**config.mk**
```make
export PLATFORM = sky130hd
export DESIGN_NAME = pipelined_divider_unit_flat
export DESIGN_NICKNAME = d
export VERILOG_FILES = /design/src/rtl/pipelined_divider_unit_if.sv /design/src/rtl/pipelined_divider_unit.sv /design/src/flat_wrapper.sv
export SDC_FILE = /design/constraint.sdc
export NUM_CORES = 1
export LEC_CHECK = 0
export CORE_ASPECT_RATIO = 0.75
export CORE_MARGIN = 2
export CORE_UTILIZATION = 52
export DETAILED_ROUTE_END_ITERATION = 10
export GPL_ROUTABILITY_DRIVEN = 0
export PLACE_DENSITY_LB_ADDON = 0.08
export SYNTH_ARGS = -nofsm -noshare
export SYNTH_HDL_FRONTEND = slang
export SYNTH_SLANG_ARGS = --single-unit
export TNS_END_PERCENT = 5
```
**constraint.sdc**
```tcl
create_clock -name clk -period 2.2 [get_ports clk]
set_input_delay 0.33 -clock clk [delete_from_list [all_inputs] [get_ports clk]]
set_output_delay 0.33 -clock clk [all_outputs]
set_load 0.05 [all_outputs]
```
**src/rtl/pipelined_divider_unit_if.sv**
```systemverilog
// Handshake and operand/result bundle for pipelined_divider_unit.
// The divider takes the slave side; the producer/consumer takes master.
interface pipelined_divider_unit_if #(
  parameter int unsigned WIDTH = 8
);
  logic                 in_valid;
  logic                 in_ready;
  logic [2*WIDTH-1:0]   dividend;
  logic [WIDTH-1:0]     divisor;
  logic                 out_valid;
  logic                 out_ready;
  logic [2*WIDTH-1:0]   quotient;
  logic [WIDTH-1:0]     remainder;
  logic                 div_by_zero;

  modport master (
    output in_valid, dividend, divisor, out_ready,
    input  in_ready, out_valid, quotient, remainder, div_by_zero
  );

  modport slave (
    input  in_valid, dividend, divisor, out_ready,
    output in_ready, out_valid, quotient, remainder, div_by_zero
  );
endinterface

```
**src/rtl/pipelined_divider_unit.sv**
```systemverilog
// Iterative restoring divider: 2*WIDTH-bit dividend by WIDTH-bit divisor,
// one quotient bit per clock, one operation in flight.
module pipelined_divider_unit #(
  parameter int unsigned WIDTH = 8
) (
  input  logic                    clk,
  input  logic                    reset,
  pipelined_divider_unit_if.slave bus
);
  localparam int unsigned DW = 2 * WIDTH;
  localparam int unsigned CW = $clog2(DW);

  typedef enum logic [1:0] {IDLE, BUSY, DONE} state_t;

  state_t          state, state_n;
  logic [DW-1:0]   sh_q;
  logic [WIDTH-1:0] div_q;
  logic [WIDTH-1:0] rem_q;
  logic [CW-1:0]   cnt_q;
  logic [DW-1:0]   quo_o;
  logic [WIDTH-1:0] rem_o;
  logic            dbz_o;

  logic [WIDTH:0]  shifted;
  logic [WIDTH:0]  diff;
  logic            ge;
  logic [WIDTH-1:0] rem_n;
  logic [DW-1:0]   sh_n;
  logic            last_step;
  logic            in_ready_c, out_valid_c;

  // Dividend bits leave sh_q at the MSB while quotient bits enter at the LSB,
  // so after DW steps sh_q holds the complete quotient.
  always_comb begin
    shifted   = {rem_q, sh_q[DW-1]};
    diff      = shifted - {1'b0, div_q};
    ge        = (shifted >= {1'b0, div_q});
    rem_n     = ge ? diff[WIDTH-1:0] : shifted[WIDTH-1:0];
    sh_n      = {sh_q[DW-2:0], ge};
    last_step = (cnt_q == CW'(DW - 1));
  end

  always_ff @(posedge clk) begin
    if (reset) state <= IDLE;
    else       state <= state_n;
  end

  always_comb begin
    state_n = state;
    case (state)
      IDLE: if (bus.in_valid) state_n = (bus.divisor == '0) ? DONE : BUSY;
      BUSY: if (last_step)    state_n = DONE;
      DONE: if (bus.out_ready) state_n = IDLE;
      default:                state_n = IDLE;
    endcase
  end

  always_comb begin
    in_ready_c  = (state == IDLE);
    out_valid_c = (state == DONE);
  end

  always_ff @(posedge clk) begin
    if (reset) begin
      sh_q  <= '0;
      div_q <= '0;
      rem_q <= '0;
      cnt_q <= '0;
      quo_o <= '0;
      rem_o <= '0;
      dbz_o <= 1'b0;
    end else begin
      case (state)
        IDLE: if (bus.in_valid) begin
          sh_q  <= bus.dividend;
          div_q <= bus.divisor;
          rem_q <= '0;
          cnt_q <= '0;
          if (bus.divisor == '0) begin
            quo_o <= '1;
            rem_o <= '0;
            dbz_o <= 1'b1;
          end
        end
        BUSY: begin
          sh_q  <= sh_n;
          rem_q <= rem_n;
          cnt_q <= cnt_q + 1'b1;
          if (last_step) begin
            quo_o <= sh_n;
            rem_o <= rem_n;
            dbz_o <= 1'b0;
          end
        end
        default: ;
      endcase
    end
  end

  assign bus.in_ready    = in_ready_c;
  assign bus.out_valid   = out_valid_c;
  assign bus.quotient    = quo_o;
  assign bus.remainder   = rem_o;
  assign bus.div_by_zero = dbz_o;
endmodule

```
**src/flat_wrapper.sv**
```systemverilog
// flat-port wrapper written by rule: the top's interface ports become plain ports
module pipelined_divider_unit_flat 
#(
  parameter int unsigned WIDTH = 8
)
  (clk, reset, bus_in_valid, bus_dividend, bus_divisor, bus_out_ready, bus_in_ready, bus_out_valid, bus_quotient, bus_remainder, bus_div_by_zero);
  pipelined_divider_unit_if #(.WIDTH(WIDTH)) bus_i ();
  input  logic clk;
  input  logic reset;
  input wire logic [$bits(bus_i.in_valid)-1:0] bus_in_valid;
  input wire logic [$bits(bus_i.dividend)-1:0] bus_dividend;
  input wire logic [$bits(bus_i.divisor)-1:0] bus_divisor;
  input wire logic [$bits(bus_i.out_ready)-1:0] bus_out_ready;
  output wire logic [$bits(bus_i.in_ready)-1:0] bus_in_ready;
  output wire logic [$bits(bus_i.out_valid)-1:0] bus_out_valid;
  output wire logic [$bits(bus_i.quotient)-1:0] bus_quotient;
  output wire logic [$bits(bus_i.remainder)-1:0] bus_remainder;
  output wire logic [$bits(bus_i.div_by_zero)-1:0] bus_div_by_zero;
  assign bus_i.in_valid = bus_in_valid;
  assign bus_i.dividend = bus_dividend;
  assign bus_i.divisor = bus_divisor;
  assign bus_i.out_ready = bus_out_ready;
  assign bus_in_ready = bus_i.in_ready;
  assign bus_out_valid = bus_i.out_valid;
  assign bus_quotient = bus_i.quotient;
  assign bus_remainder = bus_i.remainder;
  assign bus_div_by_zero = bus_i.div_by_zero;
  pipelined_divider_unit #(.WIDTH(WIDTH)) u_core (.clk(clk), .reset(reset), .bus(bus_i));
endmodule
```
==> impl_results.md <==
* WHS at 460 ps
* Grt ovf at 0
* Syn nets at 401
* Crit. End Element: output pin
* Syn Inst Count at 363
* Slew headroom at 66.1%
* Vias in the first global route at 2424
* Clk Latency, worst-skew pair at 330 ps
* Flop2flop setup slack at 200 ps
* Post-CTS Resized at 0
* Initial Utilization at 54.8%
* H-tree Lvls at 3
* Hold Path Sink: u_core.div_q[7]
* Die X at 91.2 um
* FILL cells at 479
* Pleak at 0.00148 uW
* Ys Warns at 0
* Largest net degree at the start of global routing at 34
* Tot GR Track Use at 22.0%
* Setup TNS at 0 ps
* TritonCTS clock tree: built
* Hold Vio Cnt, Final at 0
* Row cnt at 23
* Syn Area/Cell at 8.17 um^2
* Setup crit start kind: flop
* Hold Buf Count CTS at 0
* Synth async-reset ratio at 0%
* Crit Path Max Fanout at 9
* Req. time, crit path at 1870 ps
* Multi-input combinational cell area at 1550 um^2
* Final net count at 459
* Worst path bufs/invs at 1
* Reg2Reg Depth at 7
* Post-Syn Area at 2970 um^2
* Register area share after synthesis at 42.5%
* Io pins at 55
* Worst-Margin Slew at 507 ps
* # diodes at 0
* Num CTS Buffers at 9
* Port buffer count at 54
* Final ANT Viol Nets at 0
* Routed len/inst at 13.3 um
* Post-synthesis cell type count at 47
* Starting DRT DRC Count at 208
* Main synth FF type: dfxtp_1
* Storage element area at 1260 um^2
* Final Slew Violations at 0
* Via-to-Cell Ratio at 5.28
* Hold Crit Class: reg -> reg
* Crit-path slowest cell: clkdlybuf4s50_1
* Most frequent cell after synthesis: nor2_1
* Hold path start: u_core.div_q[7]
* Clock Sinks at 63
* Post-synth top cells: 67 x nor2_1, 63 x dfxtp_1, 62 x nand2_1
* Final worst path period need at 2090 ps
* DR vias at 2646
* Die Y at 69.4 um
* Worst flop-to-flop path startpoint: u_core.div_q[4]
* VDD IR max at 437 uV
* Yosys reg bits at 63
* Data arrival time of the worst path at 1760 ps
* Pwr/cell area at 766 nW/um^2
* Drt first pass iters at 4
* Post-CTS setup buffer count at 0
* RSZ-0062 raised after global routing: false
* Layout cells sized above 1 at 9.39%
* Root Driver: clkbuf_8
* FF-to-FF End: u_core.bus.remainder[0]
* WL final at 6660 um
* Area leader, netlist: dfxtp_1
* Clock Skews at 11.2 ps
* Post-Layout Inst Area at 3800 um^2
* Global-route wire length before repair at 11300 um
* Area share of the leading cell type in the synthesized netlist at 42.5%
* Final period util at 95.1%
* CP Class: reg -> out
* Delay-heaviest family, CP: buffers and inverters
* Status: complete, no violations
* Antenna violations before repair at 0
* Worst-path clk slew at 70 ps
* Maxcap violations at 0
* Area post-placement at 3600 um^2
* Max stage delay on crit path at 820 ps
* Area contributors post-synth: dfxtp_1 43%, nor2_1 8.5%, nand2_1 7.8%, a311oi_1 5.0%, a211oi_1 4.1%
* Core area at 5410 um^2
* Die Footprint at 6330 um^2
* Max Freq at 478 MHz
* CTS Buffer Depth at 2
* DRC viols at 0
* Post-DP HPWL at 4850 um
* Worst hold stages at 2
* Worst path cell trace: nor2_1 > clkdlybuf4s50_1
* Area delta synth->final at 28.3%
* Number of enable flip-flop cells after synthesis at 0
* Setup violators final at 0
[worst max-delay path by stage]
stage	cells past startpoint	slack, ps	to	startpoint
detailed placement	6	70	u_core.bus.remainder[5]	bus_divisor[3]
global placement	6	90	u_core.bus.remainder[5]	bus_divisor[3]
finish	2	110	bus_in_ready	u_core.state[1]
CTS	2	90	bus_in_ready	u_core.state[1]
floorplan	8	390	u_core.bus.remainder[7]	u_core.div_q[5]
global route	7	40	u_core.bus.remainder[4]	u_core.div_q[2]
[stage by stage]
| step | setup slack, ps | utilization [%] | total power, uW | std cells |
|---|---|---|---|---|
| 3_5_place_dp | 67.0 | 66.6 | 1930 | 485 |
| 6_report | 108 | 70.3 | 2910 | 501 |
| 5_1_grt | 35.3 | 70.3 | 3060 | 501 |
| 2_1_floorplan | 386 | - | 1740 | 363 |
| 4_1_cts | 94.0 | 70.1 | 2900 | 501 |
| 3_3_place_gp | 92.2 | 66.6 | 1920 | 485 |
[layout make-up]
type                       count  share of cell area (%)
multi-input combinational    266                    40.8
sequential                    63                    33.2
timing repair buffer          69                    17.4
clock buffer                  11                    3.45
tap                           75                    2.47
clock inverter                 5                    1.51
inverter                      12                    1.18
[registers in the layout, indices dropped and copies added (netlist names)]
signal	flops
u_core.bus.div_by_zero	1
u_core.bus.quotient	16
u_core.bus.remainder	8
u_core.cnt_q	4
u_core.div_q	8
u_core.rem_q	8
u_core.sh_q	16
u_core.state	2
[where the power goes]
| part | switching (uW) | internal, uW |
|---|---|---|
| clock | 449 | 526 |
| combinational | 381 | 312 |
| sequential | 46.0 | 1200 |
[metal layers]
layer	global-route usage [%]	share of wire [%]	up-vias
met5	0	0	-
met4	5.05	0.39	0
met3	6.09	5.8	2
met2	31.9	40	61
met1	32.6	54	1188
li1	-	-	1395
[logic make-up after synthesis]
family	share of synthesized area, %
buf+inv	5.61
simple gates	22.3
mux	2.41
fa+ha+maj	4.47
compound gates	21.5
flops	42.5
xor+xnor	1.18
[cells in the final DEF (no fill, tap or decap), types with 3 or more instances in the layout]
master,synthesis,routed
o21ai_0,11,11
mux2i_1,6,6
nor2_1,67,66
inv_1,12,12
clkbuf_8,0,9
a211oi_1,16,16
a22o_1,4,4
xnor2_1,3,3
dfxtp_1,63,63
o21a_1,4,4
a311oi_1,17,17
a21oi_1,20,20
buf_4,1,15
nand3_1,4,4
nand2_1,62,62
nor2b_1,6,5
ha_1,9,9
clkdlybuf4s50_1,0,53
nand2b_1,6,6
[worst reg2reg max path, cell delays in order (launching register included)]
cell      delay [ps]
dfxtp_1          330
inv_1             50
ha_1             340
a21oi_1          270
o221ai_1         200
a21o_2           320
mux2i_1          180
a22o_1           210
Power figures use the tool's default switching activity.
==> RTL edit: new RTL, same flow settings <==
The 3 states of `state_t` get a one-hot encoding in 3 bits.
--- a/src/rtl/pipelined_divider_unit.sv
+++ b/src/rtl/pipelined_divider_unit.sv
@@ -11,5 +11,5 @@
   localparam int unsigned CW = $clog2(DW);
 
-  typedef enum logic [1:0] {IDLE, BUSY, DONE} state_t;
+  typedef enum logic [2:0] {IDLE = 3'b001, BUSY = 3'b010, DONE = 3'b100} state_t;
 
   state_t          state, state_n;
Check against the original RTL: same outputs for any inputs over 10 cycles, from zero or initial values and one cycle with reset high; not proved beyond that.
==> RTL edit against the original RTL <==
  * Cell area increased by 3.7%
  * Highest routed layer unchanged
  * Synthesized area increased by 1.6%
  * Worst hold slack got worse by 0.0036 ns
  * Sequential cell count increased by 1
  * Largest power group unchanged
  * Largest cell class unchanged
  * Non-clock buffer count increased by 3
  * Power increased by 26%
  * Routed wire length increased by 11%
  * Worst setup slack got worse by 0.015 ns
==> RTL edit: results (changes against the original RTL) <==
metric;value;unit;change
status;completed;;
max_stage_delay;0.37;ns;-0.45 ns
synthTopCellsByCount;74 x nand2_1, 64 x dfxtp_1, 45 x nor2_1;;
place_area;3690;µm²;+2.4%
routed_wl;7.38;mm;+11%
synth.avg_cell_area;8.19;µm²;+0.26%
crit_family;compound AO/OA/AOI/OAI gates;;
synth_nets;406;;+1.2%
vias;2848;;+7.6%
met3_usage;4.85;%;-1.2 points
clk_pin_slew_worst_paths;0.07;ns;about the same
nets;466;;+1.5%
finalClockSkew;0.00582;ns;-0.00533 ns
p_leak;1.49;nW;+0.84%
grtUsageMet1;36.9;%;+4.3 points
worstSetupStartpoint;u_core.rem_q[2]$_SDFFE_PP0P_;;
synth_cell_types;49;;+4.3%
grt_pass1_vias;2508;;+3.5%
yosysSeqAreaShare;42.5;%;about the same
grt_usage;23.8;%;+1.8 points
grt_max_degree;39;;+15%
dr.pass1.iters;5;;+1
crit_slowest_cell;ha_1;;
met2_usage;32.8;%;+0.99 points
grt_first_pass_wirelength;12.3;mm;+9.4%
instances_no_fill;508;;+1.4%
dp_cells;492;;+1.4%
ir_drop;0.478;mV;+9.3%
arrival;2.36;ns;+0.60 ns
numCtsBuffers;9;;unchanged
drive_gt1_share;12.2;%;+2.9 points
drt-initial-drc-count;196;;-5.8%
RTL edit: cell count changes after synthesis, moves of 5 or more:
cell	delta
nor2_1	-22
nand2_1	+12
mux2i_1	-6
clkbuf_1	+12
buf_2	-5
nand3_1	+7
a21oi_1	-6
RTL edit: final cells by class:
cell class	count	area, µm²
multi-input cells	270	1620
well taps	75	93.8
inverters	11	41.3
repair buffers	72	683
clock buffers	10	138
flip-flops and latches	64	1280
fillers	439	1520
clock inverters	6	91.3
RTL edit: per-stage QoR:
stage	util (%)	worst slack (ns)	power [mW]
finish	72.2	0.0926	3.68
global placement	67.5	0.131	2.48
floorplan	-	0.0749	2.15
CTS	71.7	0.0186	3.65
detailed placement	67.5	-0.00398	2.50
global route	72.2	-0.0395	3.86
RTL edit: worst reg2reg max path, stage by stage (launching register included):
cell and delay, ns:
dfxtp_1 0.36, ha_1 0.37, and3_1 0.21, o21ai_1 0.14
nand3b_1 0.20, o21bai_2 0.28, a22oi_1 0.19, o31ai_1 0.27
RTL edit: metal layers:
| metal | share of wire, % | vias to the layer above | wire length (µm) |
|---|---|---|---|
| li1 | - | 1429 | - |
| met1 | 50 | 1319 | 3700 |
| met2 | 42 | 95 | 3130 |
| met3 | 6.5 | 5 | 483 |
| met4 | 0.88 | 0 | 65 |
| met5 | 0 | - | 0 |
RTL edit: final timing paths:
path / slack, ns / to / cells past startpoint
setup / recovery: 0.09 / u_core.bus.remainder[4]$_SDFFE_PP0P_ / 7
hold / removal: 0.46 / u_core.bus.remainder[3]$_SDFFE_PP0P_ / 2
setup reg to reg: 0.09 / u_core.bus.remainder[4]$_SDFFE_PP0P_ / 7
hold reg to reg: 0.46 / u_core.bus.remainder[3]$_SDFFE_PP0P_ / 2
RTL edit: logic make-up after synthesis:
group | after synthesis | synth area share [%]
buffers and inverters | 34 | 4.90
multiplexers | 2 | 0.747
AND/OR/NAND/NOR | 160 | 23.3
XOR/XNOR | 3 | 0.872
flip-flops | 64 | 42.5
AO/OA/AOI/OAI | 95 | 23.3
adder cells (fa/ha/maj) | 10 | 4.40
RTL edit: what timing repair did:
item	4_1_cts	5_1_grt
gates resized for setup	0	7
hold endpoints to repair	0	0
endpoints found under the setup margin	0	13
RTL edit: power by group through the flow:
stage          Sequential, mW  Clock (mW)  Combinational, mW
5_1_grt                  1.36        1.22               1.28
4_1_cts                  1.34        1.16               1.14
3_5_place_dp             1.37           0               1.13
6_report                 1.34        1.15               1.19
2_1_floorplan            1.52           0              0.631
3_3_place_gp             1.36           0               1.12
